`src/rtl/buffer_multi_write_controller_pkg.sv`:
```
// Shared types and helpers for the multi-channel buffer write controller.
//   state_e : IDLE/WRITE FSM codes (S_IDLE=0, S_WRITE=1), common to the buffer controllers
//   idx_w   : clog2 with a floor of 1, sizes channel-index fields
`timescale 1ns/1ps
package buffer_multi_write_controller_pkg;

  typedef enum logic {
    S_IDLE  = 1'b0,
    S_WRITE = 1'b1
  } state_e;

  // Bits needed to index n channels; never 0 so CH=1 still has a 1-bit wsel.
  function automatic int idx_w(input int n);
    int r;
    r = 0;
    while ((1 << r) < n) r++;
    return (r < 1) ? 1 : r;
  endfunction

endpackage

```
`src/rtl/buffer_multi_write_controller_if.sv`:
```
// Producer/buffer bus of the multi-channel write controller.
//   master : producers + buffer side (drives done/din/ready, observes the rest)
//   slave  : controller side
//   done[CH], din[CH*DW] (channel i at din[i*DW +: DW]), ready
//   wen, dout[DW], wsel, stall[CH], busy, overrun, wr_count[CNTW]
`timescale 1ns/1ps
interface buffer_multi_write_controller_if #(
  parameter int CH   = 4,
  parameter int DW   = 16,
  parameter int CNTW = 16
);
  import buffer_multi_write_controller_pkg::*;
  localparam int SW = idx_w(CH);

  logic [CH-1:0]    done;
  logic [CH*DW-1:0] din;
  logic             ready;
  logic             wen;
  logic [DW-1:0]    dout;
  logic [SW-1:0]    wsel;
  logic [CH-1:0]    stall;
  logic             busy;
  logic             overrun;
  logic [CNTW-1:0]  wr_count;

  modport master (
    output done, din, ready,
    input  wen, dout, wsel, stall, busy, overrun, wr_count
  );

  modport slave (
    input  done, din, ready,
    output wen, dout, wsel, stall, busy, overrun, wr_count
  );
endinterface

```
`src/rtl/buffer_multi_write_controller_rr_arbiter.sv`:
```
// Combinational round-robin picker.
//   req[CH] : request vector
//   ptr     : channel with highest priority; search runs upward and wraps at CH
//   gnt_idx : index of the first set request at or after ptr (0 when none)
//   any     : at least one request set
`timescale 1ns/1ps
module buffer_multi_write_controller_rr_arbiter
  import buffer_multi_write_controller_pkg::*;
#(
  parameter  int CH = 4,
  localparam int SW = idx_w(CH)
) (
  input  logic [CH-1:0] req,
  input  logic [SW-1:0] ptr,
  output logic [SW-1:0] gnt_idx,
  output logic          any
);

  always_comb begin
    gnt_idx = '0;
    any     = 1'b0;
    for (int k = 0; k < CH; k++) begin
      if (!any && req[(int'(ptr) + k) % CH]) begin
        any     = 1'b1;
        gnt_idx = SW'((int'(ptr) + k) % CH);
      end
    end
  end

endmodule

```
`src/rtl/buffer_multi_write_controller.sv`:
```
// Multi-channel buffer write controller: latches one word per producer, arbitrates
// round-robin and writes one word per cycle into a shared buffer while ready is high.
//   clk, rst : clock, synchronous active-high reset
//   bus      : slave side of buffer_multi_write_controller_if
//              done/din in, ready in; wen/dout/wsel out, stall/busy/overrun/wr_count out
`timescale 1ns/1ps
module buffer_multi_write_controller
  import buffer_multi_write_controller_pkg::*;
#(
  parameter int CH   = 4,
  parameter int DW   = 16,
  parameter int CNTW = 16
) (
  input logic clk,
  input logic rst,
  buffer_multi_write_controller_if.slave bus
);

  localparam int SW = idx_w(CH);

  state_e              state, state_n;
  logic [SW-1:0]       g, g_n, g_inc, rr_ptr;
  logic [SW-1:0]       arb_ptr, arb_idx;
  logic                arb_any;
  logic [CH-1:0]       pending, arb_req, g_oh, wr_oh, take;
  logic [CH-1:0][DW-1:0] hold;
  logic                fire, overrun_q;
  logic [CNTW-1:0]     cnt;

  // A write only happens in WRITE with ready; rst masks it so the reset cycles
  // never present a write to the buffer.
  assign fire  = (state == S_WRITE) && bus.ready && !rst;
  assign g_oh  = CH'(1) << g;
  assign wr_oh = fire ? g_oh : '0;
  assign g_inc = (g == SW'(CH - 1)) ? '0 : g + 1'b1;

  // Accept a word when the slot is free or is being emptied this very cycle.
  assign take = bus.done & (~pending | wr_oh);

  // Single arbiter: in IDLE pick from rr_ptr; in WRITE pre-compute the follow-on
  // grant from the slot after g, excluding g itself.
  assign arb_req = (state == S_WRITE) ? (pending & ~g_oh) : pending;
  assign arb_ptr = (state == S_WRITE) ? g_inc : rr_ptr;

  buffer_multi_write_controller_rr_arbiter #(.CH(CH)) u_rr_arbiter (
    .req     (arb_req),
    .ptr     (arb_ptr),
    .gnt_idx (arb_idx),
    .any     (arb_any)
  );

  always_ff @(posedge clk) begin
    if (rst) begin
      state <= S_IDLE;
      g     <= '0;
    end else begin
      state <= state_n;
      g     <= g_n;
    end
  end

  always_comb begin
    state_n = state;
    g_n     = g;
    case (state)
      S_IDLE: begin
        if (arb_any) begin
          state_n = S_WRITE;
          g_n     = arb_idx;
        end
      end
      S_WRITE: begin
        // Grant is held through backpressure; only a completed write moves it.
        if (bus.ready) begin
          if (arb_any) g_n = arb_idx;
          else         state_n = S_IDLE;
        end
      end
      default: state_n = S_IDLE;
    endcase
  end

  always_ff @(posedge clk) begin
    if (rst) begin
      pending   <= '0;
      rr_ptr    <= '0;
      cnt       <= '0;
      overrun_q <= 1'b0;
    end else begin
      pending <= (pending & ~wr_oh) | take;
      if (fire) begin
        cnt    <= cnt + 1'b1;
        rr_ptr <= g_inc;
      end
      if (|(bus.done & pending & ~wr_oh)) overrun_q <= 1'b1;
    end
  end

  // Data slots need no reset: pending qualifies them and dout is gated.
  always_ff @(posedge clk) begin
    for (int i = 0; i < CH; i++) begin
      if (take[i]) hold[i] <= bus.din[i*DW +: DW];
    end
  end

  assign bus.wen      = fire;
  assign bus.dout     = (state == S_WRITE) ? hold[g] : '0;
  assign bus.wsel     = (state == S_WRITE) ? g : '0;
  assign bus.stall    = pending & ~wr_oh;
  assign bus.busy     = |pending;
  assign bus.overrun  = overrun_q;
  assign bus.wr_count = cnt;

endmodule
```
`src/flat_wrapper.sv`:
```
// flat-port wrapper written by rule: the top's interface ports become plain ports
module buffer_multi_write_controller_flat import buffer_multi_write_controller_pkg::*;
#(
  parameter int CH   = 4,
  parameter int DW   = 16,
  parameter int CNTW = 16
)
  (clk, rst, bus_done, bus_din, bus_ready, bus_wen, bus_dout, bus_wsel, bus_stall, bus_busy, bus_overrun, bus_wr_count);
  buffer_multi_write_controller_if #(.CH(CH), .DW(DW), .CNTW(CNTW)) bus_i ();
  input logic clk;
  input logic rst;
  input wire logic [$bits(bus_i.done)-1:0] bus_done;
  input wire logic [$bits(bus_i.din)-1:0] bus_din;
  input wire logic [$bits(bus_i.ready)-1:0] bus_ready;
  output wire logic [$bits(bus_i.wen)-1:0] bus_wen;
  output wire logic [$bits(bus_i.dout)-1:0] bus_dout;
  output wire logic [$bits(bus_i.wsel)-1:0] bus_wsel;
  output wire logic [$bits(bus_i.stall)-1:0] bus_stall;
  output wire logic [$bits(bus_i.busy)-1:0] bus_busy;
  output wire logic [$bits(bus_i.overrun)-1:0] bus_overrun;
  output wire logic [$bits(bus_i.wr_count)-1:0] bus_wr_count;
  assign bus_i.done = bus_done;
  assign bus_i.din = bus_din;
  assign bus_i.ready = bus_ready;
  assign bus_wen = bus_i.wen;
  assign bus_dout = bus_i.dout;
  assign bus_wsel = bus_i.wsel;
  assign bus_stall = bus_i.stall;
  assign bus_busy = bus_i.busy;
  assign bus_overrun = bus_i.overrun;
  assign bus_wr_count = bus_i.wr_count;
  buffer_multi_write_controller #(.CH(CH), .DW(DW), .CNTW(CNTW)) u_core (.clk(clk), .rst(rst), .bus(bus_i));
endmodule
```
`config.mk`:
```
export PLATFORM = sky130hd
export DESIGN_NAME = buffer_multi_write_controller_flat
export DESIGN_NICKNAME = d
export VERILOG_FILES = /design/src/rtl/buffer_multi_write_controller_pkg.sv /design/src/rtl/buffer_multi_write_controller_if.sv /design/src/rtl/buffer_multi_write_controller_rr_arbiter.sv /design/src/rtl/buffer_multi_write_controller.sv /design/src/flat_wrapper.sv
export SDC_FILE = /design/constraint.sdc
export NUM_CORES = 1
export LEC_CHECK = 0
export CAP_MARGIN = 20
export CORE_MARGIN = 2
export CORE_UTILIZATION = 40
export DETAILED_ROUTE_END_ITERATION = 8
export PLACE_DENSITY = 0.82
export SLEW_MARGIN = 10
export SYNTH_ARGS = -nofsm -noshare
export SYNTH_HDL_FRONTEND = slang
export SYNTH_HIERARCHICAL = 1
export SYNTH_SLANG_ARGS = --single-unit
```
`constraint.sdc`:
```
create_clock -name clk -period 3.59 [get_ports clk]
set_input_delay 0.8975 -clock clk [delete_from_list [all_inputs] [get_ports clk]]
set_output_delay 0.8975 -clock clk [all_outputs]
set_load 0.05 [all_outputs]
```
==> Word level (Yosys, flattened, before mapping) <==
Cells that the tools add are included.
{ "classes": {"addsub": 5, "n_reduce_logical": 14, "magnitude_cmp": 5, "n_shift": 1, "n_bitwise": 14, "n_mux": 33, "n_eq_ne": 2} }
{ "ops": {"columns": ["operator", "n"], "rows": [
  ["$bmux 16 s2", 1],
  ["$mux 16", 2],
  ["$and 4x4->4", 5],
  ["$mux 2", 9],
  ["$add 16x1->16 const B", 1],
  ["$mux 1", 13],
  ["$lt 3x4->1 const B", 3],
  ["$not 4->4", 3],
  ["$bmux 1 s2", 4],
  ["$mux 4", 2],
  ["$or 4x4->4", 2],
  ["$reduce_or 4->1", 2],
  ["$lt 2x3->1 const B", 2],
  ["$reduce_or 2->1", 3],
  ["$logic_and 1x1->1", 5],
  ["$add 2x1->2 const B", 2],
  ["$add 2x2->2 const B", 2],
  ["$logic_not 1->1", 4],
  ["$pmux 2 s2", 1],
  ["$shl 1x2->4 const A", 1],
  ["$and 1x1->1 const A", 3],
  ["$eq 2x2->1 const B", 1],
  ["$ne 2x2->1 const B", 1],
  ["$pmux 1 s2", 1],
  ["$not 1->1", 1]
]} }
{ "word_totals": {"output_inout_bits": 41, "reg_bits": 90, "word_cells": 84, "in_bits": 71} }

==> Logic depth before layout (Yosys ltp) <==
{ "logic_depth": {"ltp_word": 20, "depth_mapped": 10, "mapped_depth_nobuf": 8} }

==> Cells and area by module <==
Netlist, hierarchy kept.
{ "modules_own_cells": {"columns": ["mod", "seq_area_each_um2", "instances", "cells_per_inst", "area_each_um2"], "rows": [
  ["buffer_multi_write_controller", 2442.3, 1, 252, 3676.0],
  ["buffer_multi_write_controller_rr_arbiter", 0.0, 1, 15, 77.6]
]} }

==> Least setup slack after synthesis <==
No wires, ideal clock.
{ "synth_path": {"path_kind": "input -> register", "startpoint": "input port rst", "endpoint": "register u_core/hold[48] in the netlist's numbering, enable pin", "n_path_buf": 3, "required_ns": 3.200, "slack_ns": 0.193, "cell_stages": 6, "arrival_time_ns": 3.007, "setup_time_ns": 0.390, "cell_sequence": "buf_2 and3b_1 buf_2 buf_2 a21boi_1 nor2b_1"} }
{ "synth_between": {"elab_chain_len": 5} }
{ "synth_rtl": {"columns": ["element", "line_no", "rtl"], "rows": [
  ["start, declared", "flat_wrapper.sv:11", "input logic rst;"],
  ["$logic_not 1->1", "buffer_multi_write_controller.sv:32", "assign fire = (state == S_WRITE) && bus.ready && !rst;"],
  ["$logic_and 1x1->1", "buffer_multi_write_controller.sv:32", null],
  ["net bus_wen", "flat_wrapper.sv:15", "output wire logic [$bits(bus_i.wen)-1:0] bus_wen;"],
  ["$mux 4", "buffer_multi_write_controller.sv:34", "assign wr_oh = fire ? g_oh : '0;"],
  ["$or 4x4->4", "buffer_multi_write_controller.sv:38", "assign take = bus.done & (~pending | wr_oh);"],
  ["$and 4x4->4", "buffer_multi_write_controller.sv:38", null],
  ["net u_core.take[3]", "buffer_multi_write_controller.sv:25", "logic [CH-1:0] pending, arb_req, g_oh, wr_oh, take;"],
  ["end signal, assigned by index", "buffer_multi_write_controller.sv:102", "if (take[i]) hold[i] <= bus.din[i*DW +: DW];"],
  ["end, declared", "buffer_multi_write_controller.sv:26", "logic [CH-1:0][DW-1:0] hold;"]
]} }
The timed path passes the listed nets, and every way through them passes these cells.
A chain may end at the register's enable or synchronous reset.

==> Worst setup path in the final report <==
{ "layout_path": {"startpoint": "input port bus_ready", "endpoint": "output port bus_stall[1]"} }
{ "layout_between": {"elab_chain_len": 5} }
{ "layout_rtl": {"columns": ["element", "line_no", "rtl"], "rows": [
  ["start, declared", "flat_wrapper.sv:14", "input wire logic [$bits(bus_i.ready)-1:0] bus_ready;"],
  ["$logic_and 1x1->1 (2 in a row)", "buffer_multi_write_controller.sv:32", null],
  ["$mux 4", "buffer_multi_write_controller.sv:34", null],
  ["$not 4->4", "buffer_multi_write_controller.sv:109", "assign bus.stall = pending & ~wr_oh;"],
  ["$and 4x4->4", "buffer_multi_write_controller.sv:109", null],
  ["end, declared", "flat_wrapper.sv:18", "output wire logic [$bits(bus_i.stall)-1:0] bus_stall;"]
]} }
No other way between the ends.

==> metrics <==
worst path bufs/invs=2; Post-Synth XOR/XNOR Area=2.10%; R2R setup slack=1.42 ns; worst-skew pair later-pin latency=0.35 ns; post-synthesis mux area share=10.4%; cell type with the largest total area after synthesis=edfxtp_1; initial DRC count=128; fin crit period=3.31 ns; Worst path slowest cell=clkdlybuf4s50_1; Port Buffers=111; Critical Path AT=2.42 ns; worst r2r path cells=5; Crit path max-delay family=buffers and inverters; post-synth top area share=51.2%; register bit total from synthesis=90; initial antenna violation count=0; CP peak stage delay=0.49 ns; Residual DRC=0; Clock Sink Count=90; Setup crit start kind=input pin; max cap viols=0; Synth area leaders=edfxtp_1 51%, dfxtp_1 14%, mux4_2 9.6%, and2_1 3.0%, nor2_1 2.3%; count leader, synth=edfxtp_1; vias in the first global route=2714; HPWL Detailed=6.27 mm; Ports=112; Initial Utilization=41.0%; CP max FO=7; kind of critical path=input pin to output pin; Synth Area in Simple Gates=12.3%; Std-Cell Rows=35; worst hold slack=0.479 ns; Primary FF master, synth=edfxtp_1; Final Cycle Share=92.3%; largest net degree at the start of global routing=28; nets@finish=463; Avg Cell Area, Syn=14.1 µm²; wire per inst=17.3 µm; Slew Limit Fails=0; Ys Warns=6; RR Endpoint=u_core/hold[35]; Leakage Power=1.89 nW; Setup Fix Bufs, Post-CTS=0; Critical R2R Launch=u_core/state; H-tree levels=3; max frequency=0.302 GHz; Placeable Area=9150 µm²; RePlAce Congestion=0.748; WHS Path Cells=2; CTS Buf Count=9; final hold viol count=0; via count=2525; Final Skew=0.0110 ns; CTS max path bufs=2; Via density=5.02; layout cells sized above 1=18.6%; CTS Root Cell=clkbuf_8; Async SR Flop Fraction=0%; Die H=101 µm; Synth Cell Area=3750 µm²; number of flops mapped to enable cells by yosys=64; status=completed; Hold Path Class=flop to flop; setup TNS=0 ns; Netlist cell types=39; adder-cell share of the synthesized area=1.67%; CTS tree=built; Setup crit end kind=output pin; Post-synth top cells=64 x edfxtp_1, 26 x dfxtp_1, 23 x nor2_1, 18 x and2_1, 16 x mux4_2; register area share after synthesis=65.1%; Area Overhead vs Synth=40.0%; largest family of logic cells by synthesized area=simple AND/OR/NAND/NOR gates; first-pass GRT wire length=13.7 mm; CP Cell Sequence=clkdlybuf4s50_1 -> and3b_1 -> a21boi_1 -> buf_12; syn_nets=343; Syn Inst Count=267; antenna-violating nets left=0; drt pass-1 iters=4; Worst Path Required=2.69 ns; Die W=101 µm; final setup violation count=0; GRT Residual Overflow=0; # resized after CTS=0; Hold Crit Start=u_core/rr_ptr[1]; peak supply drop=0.221 mV; Post-CTS Hold Buffers=0; Worst-path clk slew=0.07 ns; RSZ-0062 raised after global routing=no; Worst Hold End=u_core/rr_ptr[1]; Synth Area in Compound Gates=5.83%; worst slew pin tran=0.533 ns; die area=10200 µm²; routed wire length=8.69 mm; Antenna Cells=0; headroom to the max-slew limit=64.4%; P per Cell Area=452 nW/µm²; total track usage=18.1%
metrics by stage:
step	total power, W	cells	setup slack [ns]	cell area, µm²	util, %
6_report	0.00237	503	0.277	5260	57.4
5_1_grt	0.00247	503	0.186	5260	57.4
4_1_cts	0.00240	503	0.289	5260	57.4
3_5_place_dp	0.00170	487	0.291	5040	55.1
3_3_place_gp	0.00168	487	0.292	5040	55.1
2_1_floorplan	0.00149	267	0.193	3750	-
area by class of cell:
class	count	area [µm²]
clock buffer	16	215
sequential	90	2440
fill	730	3900
tap	111	139
multi-input combinational	155	1220
timing repair buffer	122	1200
inverter	9	33.8
registers in the layout, indices dropped and copies added, names as in the netlist:
register	flops
u_core/hold	64
u_core/bus.wr_count	16
u_core/pending	4
u_core/g	2
u_core/rr_ptr	2
u_core/bus.overrun	1
u_core/state	1
logic make-up after synthesis:
kind of cell             after synthesis
flip-flops                            90
XOR/XNOR                               9
AND/OR/NAND/NOR                       85
buffers and inverters                 22
adder cells (fa/ha/maj)                5
multiplexers                          19
AO/OA/AOI/OAI                         37
power by group:
group / leakage [nW] / total [W] / internal [W] / switching (W)
Sequential: 0.822 / 0.00120 / 0.00117 / 0.0000253
Clock: 0.113 / 0.000708 / 0.000381 / 0.000326
Combinational: 0.954 / 0.000468 / 0.000219 / 0.000249
Total: 1.89 / 0.00237 / 0.00177 / 0.000601
routing by layer:
layer / global-route usage (%) / routed length [µm]
met1: 21.7 / 3630
met2: 31.8 / 4490
met3: 4.09 / 461
met4: 6.85 / 114
met5: 0 / 0
worst max path at each step:
stage	depth (start not counted)	slack [ns]	to	start
3_5_place_dp	4	0.29	bus_stall[1]	bus_ready
2_1_floorplan	6	0.19	u_core/hold[48]	rst
4_1_cts	4	0.29	bus_stall[1]	bus_ready
3_3_place_gp	4	0.29	bus_stall[1]	bus_ready
6_report	4	0.28	bus_stall[1]	bus_ready
5_1_grt	4	0.19	bus_stall[1]	bus_ready
tightest hold or removal path, stage by stage (launching register included):
cell	delay [ns]
dfxtp_1	0.32
nand2b_1	0.06
o21ai_1	0.05
layout by cell type, fill, tap and decap left out, drive strengths merged, types with 2 or more instances in the layout:
cell           synthesis  layout
a31oi                  2       2
or4                    2       2
and3                   2       2
a21oi                 15      15
dfxtp                 26      26
or3                    5       5
clkdlybuf4s50          0      89
nor2b                  4       4
and4                   2       2
inv                    9       9
clkbuf                 5      16
a21boi                 7       7
nand2b                 3       3
buf                    8      33
mux4                  16      16
nand4                  4       4
mux2i                  2       2
xor2                   7       7
nor2                  23      23
xnor2                  2       2
o31ai                  2       2
o21ai                  9       9
and2                  18      18
nand3                  7       7
nand2                 12      12
edfxtp                64      64
ha                     5       5
No activity file was read; power rests on OpenSTA's default activity.
